<file path="src/rtl/fp_pkg.sv">
// Shared floating-point definitions: operand classes, special constants and FSM states.
// Reused by the sequential multiplier and the divider.
package fp_pkg;

    typedef enum logic [2:0] {
        CLS_ZERO    = 3'd0,
        CLS_NORMAL  = 3'd1,
        CLS_INF_POS = 3'd2,
        CLS_INF_NEG = 3'd3,
        CLS_NAN     = 3'd4
    } fp_class_e;

    localparam logic [31:0] NAN_NUM = 32'hFF80_0001;
    localparam logic [30:0] INF_ABS = 31'h7F80_0000;
    localparam int          BIAS    = 127;

    typedef enum logic [1:0] {
        ST_IDLE,
        ST_MULT,
        ST_NORM,
        ST_DONE
    } fp_state_e;

    // Result of a multiplication where at least one operand is not NORMAL.
    function automatic logic [31:0] mul_special(input fp_class_e ca, input fp_class_e cb,
                                                input logic s);
        logic a_inf;
        logic b_inf;
        a_inf = (ca == CLS_INF_POS) || (ca == CLS_INF_NEG);
        b_inf = (cb == CLS_INF_POS) || (cb == CLS_INF_NEG);
        if (ca == CLS_NAN || cb == CLS_NAN)
            return NAN_NUM;
        if ((ca == CLS_ZERO && b_inf) || (a_inf && cb == CLS_ZERO))
            return NAN_NUM;
        if (a_inf || b_inf)
            return {s, INF_ABS};
        return 32'h0000_0000;
    endfunction

endpackage

</file>
<file path="src/rtl/fp_classify.sv">
// Classifies one IEEE-754 single-precision operand; subnormals are treated as zero.
module fp_classify
    import fp_pkg::*;
(
    input  logic [31:0] x,
    output fp_class_e   cls,
    output logic        is_special
);

    always_comb begin
        if (x[30:23] == 8'h00)
            cls = CLS_ZERO;
        else if (x[30:23] == 8'hFF)
            cls = (x[22:0] != 23'h0) ? CLS_NAN : (x[31] ? CLS_INF_NEG : CLS_INF_POS);
        else
            cls = CLS_NORMAL;
        is_special = (cls != CLS_NORMAL);
    end

endmodule

</file>
<file path="src/rtl/fp_mul_seq.sv">
// Sequential single-precision multiplier: special-value table plus a shift-add mantissa
// product (one multiplier bit per cycle). Define FP_MUL_RNE_EN for round-to-nearest-even,
// otherwise the mantissa is truncated.
module fp_mul_seq
    import fp_pkg::*;
#(
    parameter int MANT_W = 24
) (
    input  logic        clk,
    input  logic        rst_n,
    input  logic        in_valid,
    output logic        in_ready,
    input  logic [31:0] a,
    input  logic [31:0] b,
    output logic        out_valid,
    input  logic        out_ready,
    output logic [31:0] out,
    output logic        special
);

    localparam int PW    = 2 * MANT_W;
    localparam int FW    = MANT_W - 1;
    localparam int CNT_W = $clog2(MANT_W);
    localparam logic [CNT_W-1:0] LAST = CNT_W'(MANT_W - 1);

    fp_class_e cls_a, cls_b;
    logic      sp_a, sp_b;

    fp_classify u_cls_a (.x(a), .cls(cls_a), .is_special(sp_a));
    fp_classify u_cls_b (.x(b), .cls(cls_b), .is_special(sp_b));

    fp_state_e          state, state_d;
    logic [PW-1:0]      acc, acc_d;
    logic [PW-1:0]      mcand, mcand_d;
    logic [MANT_W-1:0]  mplier, mplier_d;
    logic [CNT_W-1:0]   count, count_d;
    logic signed [9:0]  exp_r, exp_d;
    logic               sign_r, sign_d;
    logic [31:0]        out_d;
    logic               special_d;
    logic [31:0]        norm_result;

    // Normalise, round and pack the finished product.
    logic               top;
    logic [FW-1:0]      frac;
    logic               round_up;
    logic [MANT_W:0]    rnd_sum;
    logic [FW-1:0]      frac_f;
    logic signed [9:0]  exp_f;

    always_comb begin
        top  = acc[PW-1];
        frac = top ? acc[PW-2 -: FW] : acc[PW-3 -: FW];
`ifdef FP_MUL_RNE_EN
        begin
            logic guard;
            logic sticky;
            guard    = top ? acc[PW-1-MANT_W] : acc[PW-2-MANT_W];
            sticky   = top ? (|acc[PW-2-MANT_W:0]) : (|acc[PW-3-MANT_W:0]);
            round_up = guard & (sticky | frac[0]);
        end
`else
        round_up = 1'b0;
`endif
        rnd_sum = {2'b01, frac} + {{MANT_W{1'b0}}, round_up};
        frac_f  = rnd_sum[MANT_W] ? rnd_sum[MANT_W-1:1] : rnd_sum[FW-1:0];
        exp_f   = exp_r + {9'd0, top} + {9'd0, rnd_sum[MANT_W]};
        if (exp_f >= 10'sd255)
            norm_result = {sign_r, INF_ABS};
        else if (exp_f <= 10'sd0)
            norm_result = 32'h0000_0000;
        else
            norm_result = {sign_r, exp_f[7:0], frac_f};
    end

    // NOTE: every signal driven here gets a default first, so no path can infer a latch.
    always_comb begin
        state_d   = state;
        acc_d     = acc;
        mcand_d   = mcand;
        mplier_d  = mplier;
        count_d   = count;
        exp_d     = exp_r;
        sign_d    = sign_r;
        out_d     = out;
        special_d = special;
        case (state)
            ST_IDLE: begin
                if (in_valid && in_ready) begin
                    sign_d = a[31] ^ b[31];
                    if (sp_a || sp_b) begin
                        out_d     = mul_special(cls_a, cls_b, a[31] ^ b[31]);
                        special_d = 1'b1;
                        state_d   = ST_DONE;
                    end else begin
                        acc_d    = '0;
                        mcand_d  = PW'({1'b1, a[FW-1:0]});
                        mplier_d = {1'b1, b[FW-1:0]};
                        count_d  = '0;
                        exp_d    = 10'({2'b00, a[30:23]}) + 10'({2'b00, b[30:23]}) - 10'(BIAS);
                        state_d  = ST_MULT;
                    end
                end
            end
            ST_MULT: begin
                if (mplier[0])
                    acc_d = acc + mcand;
                mcand_d  = mcand << 1;
                mplier_d = mplier >> 1;
                count_d  = count + 1'b1;
                if (count == LAST)
                    state_d = ST_NORM;
            end
            ST_NORM: begin
                out_d     = norm_result;
                special_d = 1'b0;
                state_d   = ST_DONE;
            end
            ST_DONE: begin
                if (out_ready)
                    state_d = ST_IDLE;
            end
            default: state_d = ST_IDLE;
        endcase
    end

    // NOTE: sequential state uses non-blocking assignments so every register samples
    // the pre-edge values regardless of statement order.
    always_ff @(posedge clk or negedge rst_n) begin
        if (!rst_n) begin
            state     <= ST_IDLE;
            in_ready  <= 1'b0;
            out_valid <= 1'b0;
            out       <= '0;
            special   <= 1'b0;
            acc       <= '0;
            mcand     <= '0;
            mplier    <= '0;
            count     <= '0;
            exp_r     <= '0;
            sign_r    <= 1'b0;
        end else begin
            state     <= state_d;
            in_ready  <= (state_d == ST_IDLE);
            out_valid <= (state_d == ST_DONE);
            out       <= out_d;
            special   <= special_d;
            acc       <= acc_d;
            mcand     <= mcand_d;
            mplier    <= mplier_d;
            count     <= count_d;
            exp_r     <= exp_d;
            sign_r    <= sign_d;
        end
    end

endmodule

</file>
<file path="config.mk">
export PLATFORM = sky130hd
export DESIGN_NAME = fp_mul_seq
export DESIGN_NICKNAME = d
export VERILOG_FILES = /design/src/rtl/fp_pkg.sv /design/src/rtl/fp_classify.sv /design/src/rtl/fp_mul_seq.sv
export SDC_FILE = /design/constraint.sdc
export NUM_CORES = 1
export LEC_CHECK = 0
export BUFFER_PORTS_ARGS = -buffer_cell sky130_fd_sc_hd__buf_4
export CORE_MARGIN = 3
export CORE_UTILIZATION = 50
export CTS_CLUSTER_SIZE = 12
export DETAILED_ROUTE_END_ITERATION = 7
export PLACE_DENSITY = 0.66
export SLEW_MARGIN = 40
export SYNTH_ARGS = -nofsm -noshare
export SYNTH_HDL_FRONTEND = slang
export SYNTH_HIERARCHICAL = 1
export SYNTH_SLANG_ARGS = --single-unit
</file>
<file path="constraint.sdc">
create_clock -name clk -period 3.6 [get_ports clk]
set_input_delay 0.36 -clock clk [delete_from_list [all_inputs] [get_ports clk]]
set_output_delay 0.36 -clock clk [all_outputs]
set_load 0.01 [all_outputs]
</file>
==> flow_summary.yaml, run 1 <==
run_status:
  status: "finished clean"
place:
  dp_hpwl_microns: 18440
  portBuffers: 102
  gp_routability_congestion: 0.9014
final_layout:
  diodes: 0
  layout_common_cells: "nand2_1, dfrtp_1, o21ai_0"
  multi_input_area_sq_um: 6092
  area_growth_pct: 14.65
  n_fill_cell: 1959
  nNetsFinal: 1433
  drive_above_1_share: 0.1281
  layout.cells.most_common: "nand2_1"
  regArea_sq_um: 4329
  utilization: 0.5852
pwr:
  swShare: 0.4480
  seqPwrFrac: 0.301
  p_int_mw: 6.533
  ir_drop_uv: 514.1
  p_switching_mw: 5.302
  clockPowerShare: 0.155
  comb_power_share: 0.544
  power_leakage_nw: 5.521
  powerDensity_nw_per_um2: 959.1
logic_synthesis:
  synth_fp_nets: 1364
  yosys_warnings: 6
  syn_area_sq_um: 10760
  synth.distinct_cells: 58
  syn_area_per_cell_sq_um: 8.758
  async_flop_share: 1.000
  ys_seq_area_frac: 0.4022
  synth_seq_cells: 173
  synth_edf_count: 0
  synth_ff_type: "dfrtp_1"
  synthCells: 1229
grt:
  antenna_found_initial: 0
  track_usage: 0.2257
  grt_pass1_wl_microns: 44310
  grt_start_max_net_pins: 90
  grt_pass1_vias: 8838
  grt_overflow: 0
timing:
  fmax_mhz: 308.2
  setup_viol: 0
  final.setup.tns_ns: 0
  layout_min_cycle_time_ns: 3.244
  final.setup_skew_ns: 0.009322
  slew_viol_final: 0
  relSlewSlack: 0.4768
  tightest_slew_ns: 0.7829
  grt_setup_unrepaired: "no"
  hold_viol_final: 0
  finalCritPeriodShare: 0.9012
clocking:
  cts_resized: 0
  cts_tree: "yes"
  clk_pin_slew_ns: 0.07
  insertion_delay_ns: 0.43
  clock-sinks: 173
  cts-root-buf: "clkbuf_16"
  cts_max_level: 4
  cts_buffer_depth: 2
  cts_made_buffers: 17
floorplanning:
  fp.dieArea_sq_um: 23320
  start_util: 0.5104
  fp.coreArea_sq_um: 21090
  die_h_microns: 152.7
  num_io_pins: 103
  core.rowCount: 53
  die_w_microns: 152.7
run:
  drv_cap: 0
critical_path:
  cp-start-kind: "flip-flop"
  startpoint: "mcand[0]"
  rr_startpoint: "mcand[0]"
  critPathKind: "reg2reg"
  worstReg2RegEnd: "acc[40]"
  path_max_fanout: 5
  crit_path_end_kind: "flip-flop"
  rr_worst_depth: 11
  cp-endpoint: "acc[40]"
  reg2reg_slack_ns: 0.36
  worstPathRequired_ns: 3.89
  worstPathArrival_ns: 3.53
routing:
  drt-initial-drc-count: 374
  vias: 9022
  ant_nets: 0
  drc: 0
  wl_per_cell_microns: 16.31
  routed_wl_microns: 25870
  via_per_inst: 5.689
  dr.pass1.iters: 5
min_path:
  hp-class: "in2reg"
## repair_timing
action,CTS,global route
hold endpoints to repair,68,0
hold buffers,1,0
setup buffers,0,0
## cell type report
cell class	instances	area share
Clock inverter	9	0.009226
Multi-Input combinational cell	962	0.4937
Tap cell	275	0.02788
Clock buffer	23	0.03711
Sequential cell	173	0.3508
Timing Repair Buffer	114	0.07219
Inverter	30	0.009125
## per-stage QoR
stage               total power [mW]  cell area (sq um)  std cells  hold WS, ns  worst slack [ns]
floorplan                      8.298              10760       1229      0.06441            0.6668
global placement               9.864              11750       1553       0.4145            0.4442
detailed placement             9.999              11760       1553       0.4110            0.3879
CTS                            11.87              12340       1586       0.1776            0.3724
global route                   12.92              12340       1586       0.1784            0.1502
finish                         11.84              12340       1586       0.1840            0.3555
## routing by layer
layer	vias up	global-route usage	share of wire
li1	4513	-	-
met5	-	0	0
met1	4286	0.3334	0.49
met3	15	0.03692	0.039
met4	0	0.04540	0.0071
met2	208	0.3545	0.46
## Yosys cell counts, types with 5 or more instances
master	n	area [sq um]
a21boi_0	7	52.55
a21o_1	19	142.6
a21oi_1	74	370.4
a22o_1	8	70.07
a31oi_1	9	56.30
and3_1	9	56.30
buf_1	5	18.77
buf_2	9	45.04
clkbuf_1	47	176.4
dfrtp_1	173	4329
ha_1	65	813.3
inv_1	30	112.6
mux2i_1	70	700.7
nand2_1	183	686.9
nand3_1	22	110.1
nand4_1	22	137.6
nor2_1	84	315.3
nor2b_1	8	50.05
nor3_1	61	305.3
nor4_1	17	106.4
o21a_1	5	37.54
o21ai_0	147	735.7
o21bai_1	14	105.1
o31ai_1	11	82.58
or2_2	6	37.54
xnor2_1	28	245.2
xor2_1	32	280.3
## state kept, by name (all words and copies together) (netlist names)
register   cells
acc           48
count          5
exp_r         10
in_ready       1
mcand         48
mplier        24
out           32
out_valid      1
sign_r         1
special        1
state          2
## worst min-delay path by stage
stage,startpoint,to,depth (start not counted)
detailed placement,rst_n,out[8],1
CTS,out_ready,out_valid,2
floorplan,rst_n,acc[0],0
global route,out_ready,out_valid,2
global placement,rst_n,out[8],1
finish,out_ready,out_valid,2
## cells by family after synthesis
family / synth area share
xor+xnor: 0.04882
buf+inv: 0.03441
mux: 0.06614
fa+ha+maj: 0.07927
simple gates: 0.1830
compound gates: 0.1862
flops: 0.4022
## power groups by stage
stage / Clock, mW / Combinational, mW / Sequential [mW]
2_1_floorplan: 0 / 4.86 / 3.44
3_3_place_gp: 0 / 6.29 / 3.57
3_5_place_dp: 0 / 6.39 / 3.61
4_1_cts: 1.86 / 6.44 / 3.57
5_1_grt: 1.94 / 7.26 / 3.71
6_report: 1.83 / 6.44 / 3.57
## worst max-delay path, cell delays in order, from the launching register on
cell and delay, ns:
dfrtp_1 0.40, ha_1 0.24, fa_1 0.42, a21o_1 0.19, a221o_1 0.38, nand4_1 0.15
nand4_2 0.18, a2111oi_4 0.46, o31ai_4 0.15, a221oi_2 0.31, xor2_1 0.17, o21ai_1 0.07
No activity file was read; power rests on OpenSTA's default activity.
==> inputs of run 2 (changes only) <==
--- a/config.mk
+++ b/config.mk
@@ -5,12 +5,12 @@
 export SDC_FILE = /design/constraint.sdc
 export NUM_CORES = 1
 export LEC_CHECK = 0
-export BUFFER_PORTS_ARGS = -buffer_cell sky130_fd_sc_hd__buf_4
 export CORE_MARGIN = 3
 export CORE_UTILIZATION = 50
 export CTS_CLUSTER_SIZE = 12
 export DETAILED_ROUTE_END_ITERATION = 7
-export PLACE_DENSITY = 0.66
+export DONT_BUFFER_PORTS = 1
+export PLACE_DENSITY = 0.62
 export SLEW_MARGIN = 40
 export SYNTH_ARGS = -nofsm -noshare
 export SYNTH_HDL_FRONTEND = slang
==> run 2 against run 1 <==
The run now ends with hold timing left. Critical endpoint unchanged. Total power down 1.8%. Count of clock-buffer cells in the layout fell by 3. Combinational power is 7.6% lower. Register-to-register slack improved by 0.06 ns. Cell area is 6.1% lower. Wire length fell by 1.8%. Maximum frequency grew 1.9%. Via count shrank 4.4%. Cell count fell by 6.6%. Worst hold slack got worse by 0.56 ns. Global-route usage fell by 0.25 points.
==> flow_summary.yaml, run 2 (synthesis results as in run 1) <==
floorplanning:
  core.rowCount: 53
  start_util: 0.5104
  num_io_pins: 103
  fp.coreArea_sq_um: 21090
  die_w_microns: 152.7
  die_h_microns: 152.7
  fp.dieArea_sq_um: 23320
routing:
  vias: 8628
  dr.pass1.iters: 5
  routed_wl_microns: 25410
  ant_nets: 0
  wl_per_cell_microns: 17.16
  drt-initial-drc-count: 454
  via_per_inst: 5.826
  drc: 0
clocking:
  clk_pin_slew_ns: 0.07
  clock-sinks: 173
  cts_buffer_depth: 2
  cts_resized: 0
  cts_made_buffers: 17
  cts_setup_buffers: 0
  cts_tree: "yes"
  cts-root-buf: "clkbuf_16"
  cts_max_level: 4
  insertion_delay_ns: 0.43
final_layout:
  drive_above_1_share: 0.05721
  layout.cells.most_common: "nand2_1"
  design_area_sq_um: 11580
  nNetsFinal: 1329
  area_growth_pct: 7.602
  utilization: 0.5492
  diodes: 0
  layout_common_cells: "nand2_1, dfrtp_1, o21ai_0"
  top_regs: "acc (48), mcand (48), out (32)"
run_status:
  violations: "hold timing"
  status: "finished with violations"
pwr:
  powerDensity_nw_per_um2: 1003
  power_leakage_nw: 5.041
  power_mw: 11.62
  ir_drop_uv: 522.5
critical_path:
  path_max_fanout: 5
  path_cells: "ha_1 -> fa_1 -> a21o_1 -> a221o_1 -> nand4_1 -> nand4_2 -> a2111oi_4 -> o31ai_4 -> a221oi_2 -> xor2_1 -> o21ai_1"
  path_buf_inv: 0
  reg2reg_slack_ns: 0.42
  crit_path_end_kind: "flip-flop"
  cp-start-kind: "flip-flop"
  crit_slowest_cell: "a2111oi_4"
  worstPathArrival_ns: 3.50
  path_delay_family: "compound AO/OA/AOI/OAI gates"
  critPathKind: "reg2reg"
  worstPathRequired_ns: 3.91
  max_stage_delay_ns: 0.46
timing:
  final.setup_skew_ns: 0.009694
  fmax_mhz: 314.0
  fin_ws_ns: 0.4153
  setup_viol: 0
  finalCritPeriodShare: 0.8846
  relSlewSlack: 0.4450
  grt_setup_unrepaired: "no"
  hold_viol_final: 173
  whs_ns: -0.3804
  layout_min_cycle_time_ns: 3.185
  final.setup.tns_ns: 0
  tightest_slew_ns: 0.8306
  slew_viol_final: 0
run:
  drv_cap: 0
grt:
  track_usage: 0.2232
  grt_pass1_vias: 8551
  grt_start_max_net_pins: 174
  grt_overflow: 0
  antenna_found_initial: 0
  grt_pass1_wl_microns: 43720
place:
  portBuffers: 0
  postPlaceCellArea_sq_um: 10960
  gp_routability_congestion: 0.8933
  dp_slack_ns: 0.4212
  dp_hpwl_microns: 18110
min_path:
  hp-class: "in2async"
-- run 2: cell types whose count changed in the layout (fill, tap and decap cells not counted), sizes merged --
cell         delta
inv             +4
dlygate4sd3     -1
buf           -103
bufinv          +1
clkbuf          -3
clkinvlp        -3
-- run 2: routing by layer --
| metal | global-route usage | up-vias | wire length [microns] | share of wire |
|---|---|---|---|---|
| met5 | 0 | - | 0 | 0 |
| met4 | 0.04837 | 0 | 303 | 0.012 |
| met3 | 0.05197 | 25 | 1290 | 0.051 |
| met2 | 0.3372 | 162 | 11220 | 0.44 |
| met1 | 0.3295 | 4120 | 12600 | 0.50 |
| li1 | - | 4321 | - | - |
-- run 2: final cells by class --
class	count	area [sq um]
fill	1961	9505
multi-input combinational	962	6092
sequential	173	4329
clock buffer	20	466.7
tap	275	344.1
clock inverter	11	155.1
inverter	30	112.6
timing repair buffer	10	82.58
-- run 2: worst paths after layout --
kind | startpoint | to | cells after the start
max | mcand[0] | acc[40] | 11
min | rst_n | out[8] | 0
max reg2reg | mcand[0] | acc[40] | 11
max in group asynchronous | rst_n | count[1] | 0
min in group clk | out_ready | out_valid | 1
min reg2reg | mplier[3] | mplier[2] | 2
-- run 2: power by group --
group / switching, mW / internal [mW] / total (mW)
clock network: 0.816 / 1.16 / 1.97
registers: 0.863 / 2.84 / 3.70
logic: 3.56 / 2.39 / 5.95
-- run 2: worst reg2reg max path, cell delays in order, from the launching register on --
cell	delay, ns
dfrtp_1	0.40
ha_1	0.23
fa_1	0.41
a21o_1	0.18
a221o_1	0.39
nand4_1	0.15
nand4_2	0.17
a2111oi_4	0.46
o31ai_4	0.15
a221oi_2	0.30
xor2_1	0.17
o21ai_1	0.07
-- run 2: per-stage QoR --
step           hold WS, ns  cells
3_3_place_gp       0.07241   1450
4_1_cts            -0.3922   1481
3_5_place_dp       0.07203   1450
5_1_grt            -0.4005   1481
2_1_floorplan      0.06441   1229
6_report           -0.3804   1481
